**src/rtl/mem_arbiter.sv**
```systemverilog
// mem_arbiter: shares one byte-wide memory between the fetch unit (read-only)
// and the load/store unit. Each 16-bit word access becomes two byte cycles,
// big-endian, with round-robin arbitration on simultaneous requests.
//
// state | meaning
// IDLE  | no access in flight, sample requests and pick an owner
// B0    | memory cycle for the high byte at addr
// B1    | memory cycle for the low byte at addr+1, high read byte arrives
// CAP   | memory idle, low read byte arrives
// ACK   | owner's ack pulse, read word presented
module mem_arbiter #(
    parameter int ADDR_W = 16,
    parameter int BYTE_W = 8
) (
    input  logic                  clk,
    input  logic                  rst,
    input  logic                  if_req,
    input  logic [ADDR_W-1:0]     if_addr,
    output logic                  if_ack,
    output logic [2*BYTE_W-1:0]   if_rdata,
    input  logic                  ls_req,
    input  logic                  ls_we,
    input  logic [ADDR_W-1:0]     ls_addr,
    input  logic [2*BYTE_W-1:0]   ls_wdata,
    output logic                  ls_ack,
    output logic [2*BYTE_W-1:0]   ls_rdata,
    output logic [ADDR_W-1:0]     mem_addr,
    output logic [BYTE_W-1:0]     mem_wdata,
    input  logic [BYTE_W-1:0]     mem_rdata,
    output logic                  mem_we,
    output logic                  mem_cs,
    output logic                  busy
);

    localparam int WORD_W = 2 * BYTE_W;

    typedef enum logic [2:0] {IDLE, B0, B1, CAP, ACK} state_t;
    typedef enum logic {OWN_IF, OWN_LS} owner_t;

    state_t              state, state_n;
    owner_t              owner, owner_n;
    owner_t              last_grant, last_n;
    logic [ADDR_W-1:0]   addr_q, addr_n;
    logic                we_q, we_n;
    logic [WORD_W-1:0]   wdata_q, wdata_n;
    logic [BYTE_W-1:0]   hi_byte;
    logic                pick_ls;

    logic                cs_n;
    logic                mwe_n;
    logic [ADDR_W-1:0]   maddr_n;
    logic [BYTE_W-1:0]   mwdata_n;
    logic [WORD_W-1:0]   word_n;

    // Next-state, grant decision and next values of the registered memory pins.
    always_comb begin
        state_n  = state;
        owner_n  = owner;
        last_n   = last_grant;
        addr_n   = addr_q;
        we_n     = we_q;
        wdata_n  = wdata_q;
        pick_ls  = 1'b0;

        unique case (state)
            IDLE: begin
                if (if_req || ls_req) begin
                    // Contention goes to whoever did not win last time.
                    pick_ls = ls_req && (!if_req || (last_grant == OWN_IF));
                    owner_n = pick_ls ? OWN_LS : OWN_IF;
                    last_n  = owner_n;
                    addr_n  = pick_ls ? ls_addr : if_addr;
                    we_n    = pick_ls && ls_we;
                    wdata_n = pick_ls ? ls_wdata : '0;
                    state_n = B0;
                end
            end
            B0:      state_n = B1;
            B1:      state_n = CAP;
            CAP:     state_n = ACK;
            ACK:     state_n = IDLE;
            default: state_n = IDLE;
        endcase

        cs_n     = (state_n == B0) || (state_n == B1);
        mwe_n    = cs_n && we_n;
        maddr_n  = (state_n == B1) ? addr_n + ADDR_W'(1) : addr_n;
        mwdata_n = (state_n == B1) ? wdata_n[BYTE_W-1:0] : wdata_n[WORD_W-1:BYTE_W];
        word_n   = {hi_byte, mem_rdata};
    end

    // State, latched request, memory pins, read capture and ack registers.
    always_ff @(posedge clk) begin
        if (rst) begin
            state      <= IDLE;
            owner      <= OWN_IF;
            last_grant <= OWN_LS;
            addr_q     <= '0;
            we_q       <= 1'b0;
            wdata_q    <= '0;
            hi_byte    <= '0;
            mem_cs     <= 1'b0;
            mem_we     <= 1'b0;
            mem_addr   <= '0;
            mem_wdata  <= '0;
            if_ack     <= 1'b0;
            ls_ack     <= 1'b0;
            if_rdata   <= '0;
            ls_rdata   <= '0;
        end else begin
            state      <= state_n;
            owner      <= owner_n;
            last_grant <= last_n;
            addr_q     <= addr_n;
            we_q       <= we_n;
            wdata_q    <= wdata_n;
            mem_cs     <= cs_n;
            mem_we     <= mwe_n;
            mem_addr   <= maddr_n;
            mem_wdata  <= mwdata_n;

            if ((state == B1) && !we_q)
                hi_byte <= mem_rdata;

            if_ack <= (state == CAP) && (owner == OWN_IF);
            ls_ack <= (state == CAP) && (owner == OWN_LS);

            if ((state == CAP) && !we_q) begin
                if (owner == OWN_IF)
                    if_rdata <= word_n;
                else
                    ls_rdata <= word_n;
            end
        end
    end

    // Busy whenever an access is in flight.
    always_comb begin
        busy = (state != IDLE);
    end

endmodule

```
**config.mk**
```make
export PLATFORM = sky130hd
export DESIGN_NAME = mem_arbiter
export DESIGN_NICKNAME = d
export VERILOG_FILES = /design/src/rtl/mem_arbiter.sv
export SDC_FILE = /design/constraint.sdc
export NUM_CORES = 1
export LEC_CHECK = 0
export ABC_AREA = 1
export CORE_MARGIN = 2
export CORE_UTILIZATION = 33
export CTS_BUF_LIST = sky130_fd_sc_hd__clkbuf_8
export CTS_CLUSTER_DIAMETER = 60
export DETAILED_ROUTE_END_ITERATION = 6
export GPL_ROUTABILITY_DRIVEN = 0
export GPL_TIMING_DRIVEN = 0
export PLACE_DENSITY = 0.6
export SLEW_MARGIN = 40
export SYNTH_ARGS = -nofsm -noshare
export SYNTH_HDL_FRONTEND = slang
export SYNTH_SLANG_ARGS = --single-unit
```
**constraint.sdc**
```tcl
create_clock -name clk -period 2.58 [get_ports clk]
set_input_delay 0.258 -clock clk [delete_from_list [all_inputs] [get_ports clk]]
set_output_delay 0.258 -clock clk [all_outputs]
set_load 0.05 [all_outputs]
```
* Yosys cells after proc, flatten, opt, wreduce, memory -nomap -nowiden
Index checks and enable logic that the tools add are counted.
Operators by class: equal/unequal tests 5, reductions and logical operators 17, muxes and demuxes 13, bitwise operators 2, add/sub/neg operators 1
Operators by type and width (count):
- 16-bit two-way mux | 7
- 16-bit by 1-bit adder with 16-bit output, second input constant | 1
- 3-bit one-hot mux with 4 select lines | 1
- 3-bit by 2-bit == test with 1-bit output, second input constant | 3
- 8-bit two-way mux | 1
- 1-bit logical AND | 7
- 3-bit by 1-bit == test with 1-bit output, second input constant | 2
- 2-bit AND reduction | 3
- 3-bit logical NOT | 1
- 1-bit logical OR | 3
- 1-bit two-way mux | 3
- 3-bit two-way mux | 1
- 3-bit nonzero test | 1
- 1-bit logical NOT | 2
- 1-bit inverter | 2
Storage, ports and cells: output and inout bits 61, register bits 106, logic and storage cells 53, input bits 61

* Longest topological paths before layout
Gate-level depths: netlist of run 1.
depth after elaboration 8, depth in mapped cells 15

* Worst setup path after synthesis of run 1
OpenSTA, ideal clock, no wires.
path kind reg-to-reg, start register state[2], end register mem_addr[8], slack 0.502 ns, period minus slack after synthesis 2.078 ns, buffers on the path 1, cell stages (with the launch flop) 15, arrival 1.958 ns, library setup time 0.120 ns, cell sequence dfxtp_1 > inv_1 > nand2_4 > nor2_4 > buf_6 > o211ai_2 > nand2_1 > ha_1 > inv_1 > nor2_1 > nand2_2 > nor2_4 > nand3_1 > o21ai_0 > a21oi_1
On the way: cells in the longest elaborated chain, start to end 4
RTL lines:
- from (decl) | line 40 | state_t state, state_n;
- from (signal assigned) | line 111 | state <= state_n;
- 3-bit logical NOT | line 65 | unique case (state)
- 16-bit two-way mux | line 65
- net addr_n[0] | line 43 | logic [ADDR_W-1:0] addr_q, addr_n;
- 16-bit by 1-bit adder with 16-bit output | line 87 | maddr_n = (state_n == B1) ? addr_n + ADDR_W'(1) : addr_n;
- 16-bit two-way mux | line 87
- to (signal assigned) | line 119 | mem_addr <= maddr_n;
- to (decl) | line 27 | output logic [ADDR_W-1:0] mem_addr,
The timed path passes the listed nets, and every way through them passes these cells. A chain may end at the register's enable or synchronous reset.

* Worst setup path after layout of run 1
start register state[0], end register mem_addr[10]
The elaborated chain is that of the path after synthesis.

==> reports/qor.yml, run 1 <==
finalHoldViolCount: 0
grt_pass1_vias: 4177
required_ns: 2.87
antenna_cells: 0
first_pass_iters: 4
rows: 42
hold_class: "primary input to flop"
synth_cells: 598
setup-violations-final: 0
cp.arrival_ns: 2.65
drv_cap: 0
slew_violations: 0
ys_seq_area_frac: 0.4800
via_count: 4262
max_freq_ghz: 0.4241
clock_latency_ns: 0.37
synthTopCellsByCount: "nand2_1, dfxtp_1, inv_1"
grt_max_degree: 18
clkTransAtPathRegs_ns: 0.10
p_leak_nw: 2.543
hold_buffers: 0
cts_tree: "built"
port_buffers: 120
ant_nets: 0
period_minus_slack_ns: 2.358
grtUsageTotal: 0.1761
io_pins: 122
dp.cells: 894
power_density_nw_per_um2: 699.5
synth-xor-area-share: 0
ys_top_cells_by_area: "dfxtp_1, nand2_1, inv_1"
overflow: 0
post_drt_via_cell_ratio: 4.684
yosys_warnings: 0
hpwl_mm: 9.585
synth_compound_area_frac: 0.1486
synth_top_family_by_area: "simple AND/OR/NAND/NOR gates"
drt_iter0_markers: 216
cts_max_path_buffers: 2
yosysTopAreaCell: "dfxtp_1"
post-route-period-util: 0.9138
dpl_cell_area_sq_um: 5842
core_sq_um: 13140
cts_buffers: 9
cp-start-kind: "flop"
rsz0062_at_grt: "false"
critPathMaxFanout: 10
drive_above_1_share: 0.08311
netlist_area_sq_um: 4420
post-synth-top-count-cell: "nand2_1"
finalNetCount: 791
cts_resized: 0
die_area_sq_um: 14340
finalClockSkew_ns: 0.01190
critPathKind: "flop to flop"
die_h_microns: 119.7
p_total_w: 0.004221
synth_fa_ha_area_frac: 0.002830
numClockSinks: 106
wl_per_cell_microns: 13.78
drc: 0
tightest_slew_ns: 0.5530
finalNonFillerCells: 910
vdd_drop_max_mv: 0.3600
ys_seq_elements: 106
drt_wl_total_mm: 12.54
antenna_found_initial: 0
yosysTopAreaCellShare: 0.4800
muxShareOfSynthArea: 0
htree_levels: 3
synth_edf_count: 0
clockRootBuffer: "clkbuf_8"
initial_core_util: 0.3365
post_cts_buffers: 0
async_reset_ff_frac: 0
ys_types: 32
endpoint_kind: "flop"
final_area_sq_um: 6035
synth_fp_nets: 660
relSlewSlack: 0.6300
synth_ff_type: "dfxtp_1"
dieWidth_microns: 119.7
syn2layout_area_growth_pct: 36.51
status: "complete, no violations"
synth-simple-area-share: 0.2627
avgSynthCellArea_sq_um: 7.392
grt_pass1_wl_mm: 20.14
-- sequential cells by signal (all words and copies together), names as in the netlist --
name	cells
state	3
wdata_q	16
owner	1
mem_wdata	8
if_rdata	16
mem_addr	16
if_ack	1
ls_ack	1
mem_we	1
hi_byte	8
last_grant	1
we_q	1
ls_rdata	16
mem_cs	1
addr_q	16
-- worst paths after layout --
| path | start | to | slack (ns) | cells after the start |
|---|---|---|---|---|
| worst max register to register | state[0] | mem_addr[10] | 0.22 | 15 |
| worst min-delay path | rst | mem_addr[4] | 0.42 | 2 |
| worst max-delay path | state[0] | mem_addr[10] | 0.22 | 15 |
| worst min register to register | if_rdata[6] | if_rdata[6] | 0.46 | 2 |
-- metrics by stage --
step | util | hold WS, ns | TNS (ns) | setup WS (ns)
final | 0.4593 | 0.4168 | 0 | 0.2223
after global routing | 0.4593 | 0.4388 | 0 | 0.002684
after CTS | 0.4590 | 0.4119 | 0 | 0.1867
after detailed placement | 0.4447 | 0.4445 | -0.4769 | -0.1759
after global placement | 0.4447 | 0.4380 | -0.3690 | -0.1662
after floorplan | - | 0.3929 | 0 | 0.5021
-- layout make-up --
class,count,area [sq um]
Clock buffer,11,151.4
Clock inverter,5,36.28
Sequential cell,106,2122
Inverter,89,334.1
Timing Repair Buffer,120,1201
Tap cell,176,220.2
Multi-Input combinational cell,375,1833
Fill cell,1333,7103
Buffer,28,136.4
-- kinds of logic after synthesis --
kind of cell,count (synthesis)
adder cells (fa/ha/maj),1
AND/OR/NAND/NOR,256
AO/OA/AOI/OAI,118
buffers and inverters,117
flip-flops,106
-- critical path: stages, from the launching register on --
cell      delay, ns
dfxtp_1        0.38
nor2_4         0.18
nand2_4        0.09
nor2_4         0.15
buf_6          0.18
o211ai_2       0.10
nand2_1        0.12
ha_1           0.15
inv_1          0.05
nor2_2         0.14
nand2_2        0.12
nor2_4         0.17
nand3_1        0.13
o21ai_1        0.13
nand2_1        0.08
nor2_1         0.12
-- power by group --
part | total [W] | internal [W] | leakage (nW) | switching, W
logic | 0.00136 | 0.000463 | 1.58 | 0.000892
registers | 0.00188 | 0.00180 | 0.867 | 0.0000785
clock network | 0.000983 | 0.000408 | 0.0938 | 0.000575
-- layer usage --
metal | vias to the layer above | track usage | wire length [microns]
met5 | - | 0 | 0
met4 | 0 | 0.05294 | 221
met3 | 19 | 0.04040 | 700
met2 | 130 | 0.2975 | 5988
met1 | 1965 | 0.2242 | 5626
li1 | 2148 | - | -
-- cells in the final DEF (no fill, tap or decap), types with 3 or more instances in the layout --
cell type        instances
a21oi_1                 49
a22oi_1                 16
buf_2                    4
clkbuf_1                17
clkbuf_8                11
clkdlybuf4s50_1        120
dfxtp_1                106
inv_1                   86
inv_2                    3
nand2_1                114
nand2_2                 13
nand3_1                 25
nand3_2                  4
nand3b_1                 4
nand4_1                  6
nor2_1                  70
nor2_2                   7
nor2_4                   4
nor3_1                   4
o211ai_1                 4
o21ai_0                 43
Note: power is estimated with default switching activity, not from simulation.
==> run 2: changes to the inputs <==
CTS_CLUSTER_SIZE = 24   (was not set)
PLACE_DENSITY = 0.62   (was 0.6)
SKIP_CTS_REPAIR_TIMING = 1   (was not set)
clock period = 2 ns   (was 2.58 ns; I/O delays follow)
==> run 2 against run 1 <==
  * The run now ends with negative setup slack left
  * Final area up 4.6%
  * Wire length up 1.2%
  * Final cell count up 1.4%
  * Utilization up 2.1 points
  * Largest cell class unchanged
==> reports/qor.yml, run 2 (synthesis gave the netlist of run 1 again) <==
status: "complete, but fails checks"  # was complete, no violations
violations: "negative setup slack"
post_drt_via_cell_ratio: 4.608  # was 4.684
grt_pass1_wl_mm: 19.97  # was 20.14 mm
layout_commonest_cell: "clkdlybuf4s50_1"  # unchanged
post-place-ws_ns: -0.5497  # was -0.1759 ns
hpwl_mm: 9.490  # was 9.585 mm
clockRootBuffer: "clkbuf_8"  # unchanged
cts_max_path_buffers: 2  # unchanged
endpoint_kind: "flop"  # unchanged
numClockSinks: 106  # unchanged
grt_pass1_vias: 4079  # was 4177
core_sq_um: 13140  # unchanged
required_ns: 2.30  # was 2.87 ns
wl_per_cell_microns: 13.75  # was 13.78 microns
drive_above_1_share: 0.1285  # was 0.08311
clock_latency_ns: 0.37  # about the same
drt_wl_total_mm: 12.69  # was 12.54 mm
setup_slack_ns: -0.05817  # was 0.2223 ns
initial_core_util: 0.3365  # unchanged
drt_iter0_markers: 221  # was 216
via_count: 4253  # was 4262
port_buffers: 120  # unchanged
tns_ns: -0.1010  # was 0 ns
clockPowerShare: 0.240  # was 0.233
finalNetCount: 804  # was 791
final_cell_mix: "clkdlybuf4s50_1, nand2_1, dfxtp_1"  # unchanged
vdd_drop_max_mv: 0.5534  # was 0.3600 mV
dp.cells: 894  # unchanged
io_pins: 122  # unchanged
overflow: 0  # unchanged
grtUsageTotal: 0.1756  # was 0.1761
max_freq_ghz: 0.4859  # was 0.4241 GHz
htree_levels: 3  # unchanged
power_frac_comb: 0.334  # was 0.321
drc: 0  # unchanged
ant_nets: 0  # unchanged
critPathSlowestCell: "dfxtp_4"  # was dfxtp_1
p_total_w: 0.005721  # was 0.004221 W
finalHoldViolCount: 0  # unchanged
cp.arrival_ns: 2.36  # was 2.65 ns
critPathMaxFanout: 4  # was 10
antenna_found_initial: 0  # unchanged
rsz0062_at_grt: "true"  # was false
crit_chain: "nor2_4 -> nand2_4 -> nor2_4 -> buf_8 -> o211ai_4 -> nand2_2 -> ha_4 -> inv_2 -> nor2_4 -> nand2_4 -> nor2_4 -> nand3_2 -> o21ai_2 -> nand2_1 -> nor2_1"  # was nor2_4 -> nand2_4 -> nor2_4 -> buf_6 -> o211ai_2 -> nand2_1 -> ha_1 -> inv_1 -> nor2_2 -> nand2_2 -> nor2_4 -> nand3_1 -> o21ai_1 -> nand2_1 -> nor2_1
clkTransAtPathRegs_ns: 0.10  # about the same
hold_class: "primary input to flop"  # unchanged
grt_max_degree: 19  # was 18
cp-start-kind: "flop"  # unchanged
post-route-period-util: 1.029  # was 0.9138
first_pass_iters: 5  # was 4
power_density_nw_per_um2: 906.6  # was 699.5 nW/um^2
setup-violations-final: 3  # was 0
rows: 42  # unchanged
die_h_microns: 119.7  # unchanged
tightest_slew_ns: 0.5787  # was 0.5530 ns
cts_buffers: 9  # unchanged
power_frac_seq: 0.426  # was 0.446
dieWidth_microns: 119.7  # unchanged
die_area_sq_um: 14340  # unchanged
swShare: 0.3621  # was 0.3661
finalNonFillerCells: 923  # was 910
relSlewSlack: 0.6127  # was 0.6300
p_switching_w: 0.002072  # was 0.001545 W
period_minus_slack_ns: 2.058  # was 2.358 ns
syn2layout_area_growth_pct: 42.77  # was 36.51%
crit_top_cell: "nor2_4"  # unchanged
cpPeakStageDelay_ns: 0.37  # was 0.38 ns
slew_violations: 0  # unchanged
finalClockSkew_ns: 0.01357  # was 0.01190 ns
drv_cap: 0  # unchanged
antenna_cells: 0  # unchanged
cts_tree: "built"  # unchanged
fillers: 1298  # was 1333
p_leak_nw: 2.668  # was 2.543 nW
critPathKind: "flop to flop"  # unchanged
internal-power_w: 0.003650  # was 0.002675 W
[run 2: changes by cell type in the layout (fill, tap and decap cells not counted), moves of 3 or more]
| cell | change |
|---|---|
| nor2_4 | +5 |
| nand2_1 | -7 |
| nor2_1 | -3 |
| nand2_4 | +3 |
| buf_8 | +3 |
| nand2_2 | +4 |
| buf_4 | +12 |
| dfxtp_1 | -3 |
[run 2: worst max-delay path, delay by kind of cell (launching register included)]
kind / cells / cell delay (ns)
adders and majority gates: 1 / 0.14
DFF: 1 / 0.37
AOI/OAI and AO/OA: 2 / 0.22
buffers and inverters: 2 / 0.16
and+or+nand+nor: 10 / 1.11
[run 2: final timing paths]
| check | depth (start not counted) | startpoint | to | slack [ns] |
|---|---|---|---|---|
| max | 15 | state[1] | mem_addr[10] | -0.06 |
| min | 2 | rst | mem_addr[4] | 0.35 |
| max reg2reg | 15 | state[1] | mem_addr[10] | -0.06 |
| min reg2reg | 2 | if_rdata[2] | if_rdata[2] | 0.45 |
[run 2: per-layer routing]
metal | global-route usage | routed length, microns | vias up
met1 | 0.2224 | 5783 | 1932
met4 | 0.05809 | 275 | 0
li1 | - | - | 2171
met5 | 0 | 0 | -
met3 | 0.04087 | 634 | 20
met2 | 0.2950 | 5993 | 130
[run 2: cell type report]
cell class | instances | area [sq um] | share of cell area
Sequential cell | 106 | 2131 | 0.3376
Multi-Input combinational cell | 375 | 1957 | 0.3101
Timing Repair Buffer | 133 | 1304 | 0.2066
Inverter | 89 | 334.1 | 0.05293
Tap cell | 176 | 220.2 | 0.03489
Buffer | 28 | 156.4 | 0.02478
Clock buffer | 10 | 137.6 | 0.02181
Clock inverter | 6 | 71.32 | 0.01130
[run 2: stage by stage]
| stage | utilization | hold WS, ns | area (sq um) |
|---|---|---|---|
| after floorplan | - | 0.3349 | 4429 |
| after global placement | 0.4453 | 0.4343 | 5851 |
| after detailed placement | 0.4453 | 0.4370 | 5851 |
| after CTS | 0.4612 | 0.3532 | 6060 |
| after global routing | 0.4804 | 0.4071 | 6311 |
| final | 0.4804 | 0.3486 | 6311 |
[run 2: power by group through the flow]
stage	Clock [W]	Sequential (W)	Combinational, W
after floorplan	0	0.00283	0.000797
after global placement	0	0.00248	0.00173
after detailed placement	0	0.00248	0.00175
after CTS	0.00143	0.00243	0.00176
after global routing	0.00151	0.00246	0.00207
final	0.00137	0.00244	0.00191
==> RTL change 1: new RTL, settings of run 1 <==
The 5 states of `state_t` get a one-hot encoding in 5 bits.
--- a/src/rtl/mem_arbiter.sv
+++ b/src/rtl/mem_arbiter.sv
@@ -34,7 +34,7 @@
 
     localparam int WORD_W = 2 * BYTE_W;
 
-    typedef enum logic [2:0] {IDLE, B0, B1, CAP, ACK} state_t;
+    typedef enum logic [4:0] {IDLE = 5'b00001, B0 = 5'b00010, B1 = 5'b00100, CAP = 5'b01000, ACK = 5'b10000} state_t;
     typedef enum logic {OWN_IF, OWN_LS} owner_t;
 
     state_t              state, state_n;
Check against the original RTL: no difference found for any inputs over 10 cycles, from zero or initial values and one cycle with rst high; not proved beyond that.
==> RTL change 1 against run 1 <==
  * Power decreased by 6.1%
  * Sequential cell count increased by 2
  * Cell area increased by 8.1%
  * Clock power increased by 6%
  * Wire length increased by 8.2%
  * Clock skew increased by 0.0012 ns
  * Setup slack improved by 0.069 ns
  * Synthesized area increased by 11%
==> RTL change 1: results (changes against run 1) <==
Status
  – Status: completed

Final layout
  – Final nets: 875 (+11%)
  – # diodes: 0 (unchanged)
  – Share of cells above drive strength 1: 10.9% (+2.6 points)

Worst setup path
  – Worst path arrival time: 2.58 ns (-0.07 ns)
  – CP Max Fanout: 10 (unchanged)
  – CP max stage delay: 0.41 ns (+0.03 ns)
  – CP max stage cell: dfxtp_1

Logic synthesis
  – Area contributors post-synth: dfxtp_1 (44%), nand2_1 (10%), nor2_1 (9.2%), inv_1 (7.0%), o21ai_0 (5.1%)
  – Synth top cells by count: nand2_1 (135), nor2_1 (120), dfxtp_1 (108), inv_1 (91), o21ai_0 (50)
  – Syn_nets: 744 (+13%)
  – Ys flop type: dfxtp_1
  – Seq/Total Area, Yosys: 44.3% (-3.7 points)
  – Ys Warns: 0 (unchanged)
  – Netlist cell types: 37 (+16%)

Global route
  – First-pass GRT wire length: 21400 um (+6.2%)
  – Gr usage total: 17.1% (-0.54 points)
  – Met1 usage: 20.6% (-1.9 points)
  – Met3 Use GR: 6.12% (+2.1 points)
  – Pin count of the biggest net entering global routing: 20 (+2)
  – Initial antenna violation count: 0 (unchanged)
  – Grt met2 use: 28.1% (-1.6 points)
  – Number of global-route vias before repair: 4188 (+0.26%)

CTS
  – Worst-path clk slew: roughly 0.11 ns
  – Post-CTS setup repair buffer count: 0 (unchanged)
  – CTS buffer count: 9 (unchanged)
  – H-tree Lvls: 3 (unchanged)
  – Worst-skew pair later-pin latency: 0.39 ns (+0.02 ns)
  – Longest Clk Path Bufs: 2 (unchanged)

Pwr
  – VDD IR max: 0.000357 V (-0.74%)
  – LEAKAGE: 0.00286 uW (+12%)

Detailed routing
  – Metal3 WL: 935 um (+34%)
  – Via/cell ratio: 4.50 (-3.8%)
  – DRT Pass-1 Iters: 4 (unchanged)
  – Detail Route met2 WL: 6310 um (+5.4%)
  – DR top layer: met4
  – Initial detailed-routing violation count: 261 (+21%)
  – Met1 wire length: 6000 um (+6.6%)
  – Drt total wl: 13600 um (+8.2%)

Placed design
  – Number of port buffers: 120 (unchanged)
  – DP Area: 6320 um^2 (+8.1%)
  – DP HPWL: 10100 um (+5.1%)

Timing
  – Layout Skew: 0.0131 ns (+0.00121 ns)
  – Slew HR: 58.6% (-4.4 points)

Min path
  – Hold Path Class: in -> reg
## RTL change 1: cell count changes after synthesis, moves of 7 or more
cell	before	now
nor2_1	71	120
a21oi_1	49	24
nand2_1	114	135
a22oi_1	16	0
o21ai_1	2	14
o22ai_1	0	8
o21ai_0	43	50
## RTL change 1: logic make-up (layout without fill, tap and decap cells)
| logic type | Yosys count | count (layout) | synth area share, % |
|---|---|---|---|
| compound gates | 106 | 106 | 11.7 |
| fa+ha+maj | 1 | 1 | 0.256 |
| buf+inv | 128 | 264 | 11.1 |
| flops | 108 | 108 | 44.3 |
| simple gates | 339 | 339 | 32.6 |
## RTL change 1: stage by stage
stage / total power (uW) / setup WS [ns] / std cells
floorplan: 2600 / 0.557 / 682
global placement: 2960 / -0.150 / 986
detailed placement: 2970 / -0.117 / 986
CTS: 4000 / 0.231 / 1002
global route: 4170 / 0.0446 / 1002
finish: 3960 / 0.291 / 1002
## RTL change 1: final timing paths
path                                endpoint        from  cells past startpoint  slack [ns]
worst max-delay path            mem_addr[10]  last_grant                     15        0.29
worst min-delay path               addr_q[0]      ls_req                      5        0.31
worst max register to register  mem_addr[10]  last_grant                     15        0.29
worst min register to register    hi_byte[3]  hi_byte[3]                      2        0.49
## RTL change 1: area by class of cell
cell class	count	area (um^2)
fillers	1489	7960
multi-input cells	446	2190
flip-flops and latches	108	2160
repair buffers	120	1200
inverters	99	374
well taps	184	230
plain buffers	29	170
clock buffers	10	138
clock inverters	6	55.1
## RTL change 1: where the power goes
part / internal (uW) / switching, uW
clock network: 397 / 643
logic: 386 / 715
registers: 1780 / 43.1
total: 2560 / 1400
## RTL change 1: timing repair
action,4_1_cts,5_1_grt
hold endpoints to repair,0,0
endpoints found under the setup margin,0,1
hold buffers,0,0
resized for setup,0,1
==> RTL change 2: new RTL, config.mk and constraints of run 1 <==
Made on the original files. Change the parameter `ADDR_W` from 16 to 14.
--- a/src/rtl/mem_arbiter.sv
+++ b/src/rtl/mem_arbiter.sv
@@ -9,7 +9,7 @@
 // CAP   | memory idle, low read byte arrives
 // ACK   | owner's ack pulse, read word presented
 module mem_arbiter #(
-    parameter int ADDR_W = 16,
+    parameter int ADDR_W = 14,
     parameter int BYTE_W = 8
 ) (
     input  logic                  clk,
Ports: changed (resized if_addr, ls_addr and mem_addr); port bits go from 122 to 116. The function was not compared with the original's and may differ.
==> RTL change 2 against run 1 <==
  * Wire length down 8.1%
  * Non-clock buffer count decreased by 8
  * Synthesized area is 3.3% lower
  * Power shrank 2.9%
  * First-iteration DRC count fell by 32%
  * Core utilization grew 0.36 points
  * Cell area is 3.2% lower
  * Largest cell class unchanged
  * Setup slack better by 0.26 ns
  * Fmax up 12%
  * Combinational power is 6% lower
  * Final cell count down 5.2%
  * Sequential cell count is 4 lower
  * Synthesized cell count shrank 6.4%
==> RTL change 2: results (changes against run 1) <==
CTS
  – CTS buffer count: 9 (unchanged)
  – Clock root buffer: clkbuf_8
  – Worst-skew pair later-pin latency: between 0.3 and 0.4 ns
  – Post-cts sizing count: 0 (unchanged)
  – Worst-path clk slew: ~0.09 ns
  – H-tree Lvls: 3 (unchanged)
  – Post-CTS setup repair buffer count: 0 (unchanged)
  – Longest Clk Path Bufs: 2 (unchanged)

Pwr
  – VDD IR max: 0.000445 V (+24%)
  – LEAKAGE: 0.00240 uW (-5.5%)

Final layout
  – Final nets: 744 (-5.9%)
  – Share of cells above drive strength 1: 8.97% (+0.66 points)
  – Largest registers: if_rdata x16, ls_rdata x16, wdata_q x16
  – # diodes: 0 (unchanged)

Timing
  – Layout Skew: 0.0109 ns (-0.000965 ns)
  – Worst Tran Pin Value: 0.567 ns (+0.0140 ns)

Logic synthesis
  – Seq/Total Area, Yosys: 47.7% (-0.26 points)
  – Ys Warns: 0 (unchanged)
  – Netlist cell types: 32 (unchanged)
  – Ys flop type: dfxtp_1
  – Area contributors post-synth: dfxtp_1 (48%), inv_1 (8.1%), nand2_1 (6.7%), o21ai_0 (6.0%), nor2_1 (5.9%)
  – Synth top cells by count: dfxtp_1 (102), inv_1 (92), nand2_1 (76), nor2_1 (67), o21ai_0 (51)
  – Syn_nets: 618 (-6.4%)
  – Async SR Flop Fraction: 0% (unchanged)

Worst setup path
  – Worst path arrival time: 2.35 ns (-0.30 ns)
  – Crit path launch: ls_req
  – CP Max Fanout: 8 (-2)
  – R2R Path Start: state[1]

Min path
  – Hold Crit Start: if_rdata[7]
  – Hold Path Class: reg -> reg

Global route
  – First-pass GRT wire length: 19200 um (-4.6%)
  – Number of global-route vias before repair: 4010 (-4.0%)
  – Pin count of the biggest net entering global routing: 17 (-1)
  – Gr usage total: 16.9% (-0.74 points)
  – Initial antenna violation count: 0 (unchanged)

Detailed routing
  – DRT Pass-1 Iters: 4 (unchanged)
  – Avg WL per Cell: 13.4 um (-3.1%)
  – Initial detailed-routing violation count: 147 (-32%)
  – Via/cell ratio: 4.59 (-1.9%)

Placed design
  – Number of port buffers: 115 (-4.2%)
  – DP HPWL: 8750 um (-8.7%)

Status
  – Status: completed
RTL change 2: changes by cell type in the layout (fill, tap and decap cells not counted), moves of 7 or more:
| cell | before | now |
|---|---|---|
| nand2_1 | 114 | 76 |
| a22o_1 | 0 | 8 |
| a22oi_1 | 16 | 8 |
| o21ai_0 | 43 | 51 |
| inv_1 | 86 | 93 |
RTL change 2: path summary, 6_finish.rpt:
kind                 endpoint  slack (ns)  cells after the start
setup / recovery  mem_addr[6]        0.48                     11
hold / removal    if_rdata[7]        0.45                      2
setup reg to reg  mem_addr[6]        0.54                     11
hold reg to reg   if_rdata[7]        0.45                      2
RTL change 2: layout make-up:
type | count | area, um^2
inverter | 93 | 349
multi-input combinational | 340 | 1750
sequential | 102 | 2040
clock inverter | 6 | 61.3
timing repair buffer | 115 | 1150
clock buffer | 10 | 138
buffer | 25 | 133
fill | 1284 | 6780
tap | 172 | 215
RTL change 2: layer usage:
metal	global-route usage, %	share of wire [%]	up-vias
li1	-	-	2022
met1	20.8	46	1836
met2	28.7	47	87
met3	4.31	4.9	20
met4	5.57	2.1	0
met5	0	0	-
RTL change 2: logic make-up after synthesis:
logic type / Yosys count / synth area share [%]
compound gates: 118 / 15.0
fa+ha+maj: 1 / 0.293
buf+inv: 118 / 11.3
flops: 102 / 47.7
simple gates: 221 / 25.7
RTL change 2: power breakdown:
part           total (uW)  internal [uW]  leakage (uW)  switching [uW]
sequential           1810           1730      0.000833            73.2
clock                1020            475      0.000108             544
combinational        1280            437       0.00146             839
RTL change 2: stage by stage:
step | power [uW] | cells | setup WS (ns) | cell area (um^2) | util, %
2_1_floorplan | 2690 | 560 | 0.774 | 4280 | -
3_5_place_dp | 3120 | 847 | 0.122 | 5640 | 44.7
5_1_grt | 4320 | 863 | 0.278 | 5840 | 46.3
3_3_place_gp | 3100 | 847 | 0.157 | 5640 | 44.7
6_report | 4100 | 863 | 0.479 | 5840 | 46.3
4_1_cts | 4150 | 863 | 0.488 | 5840 | 46.3
RTL change 2: critical path, cell delays in order:
cell             delay, ns
clkdlybuf4s50_1       0.57
nor2_4                0.23
nand3b_4              0.23
nand2_1               0.10
nand2_2               0.12
ha_1                  0.23
nand3_1               0.15
nor2_1                0.23
nand3_1               0.10
nand2_1               0.08
nor2_1                0.05
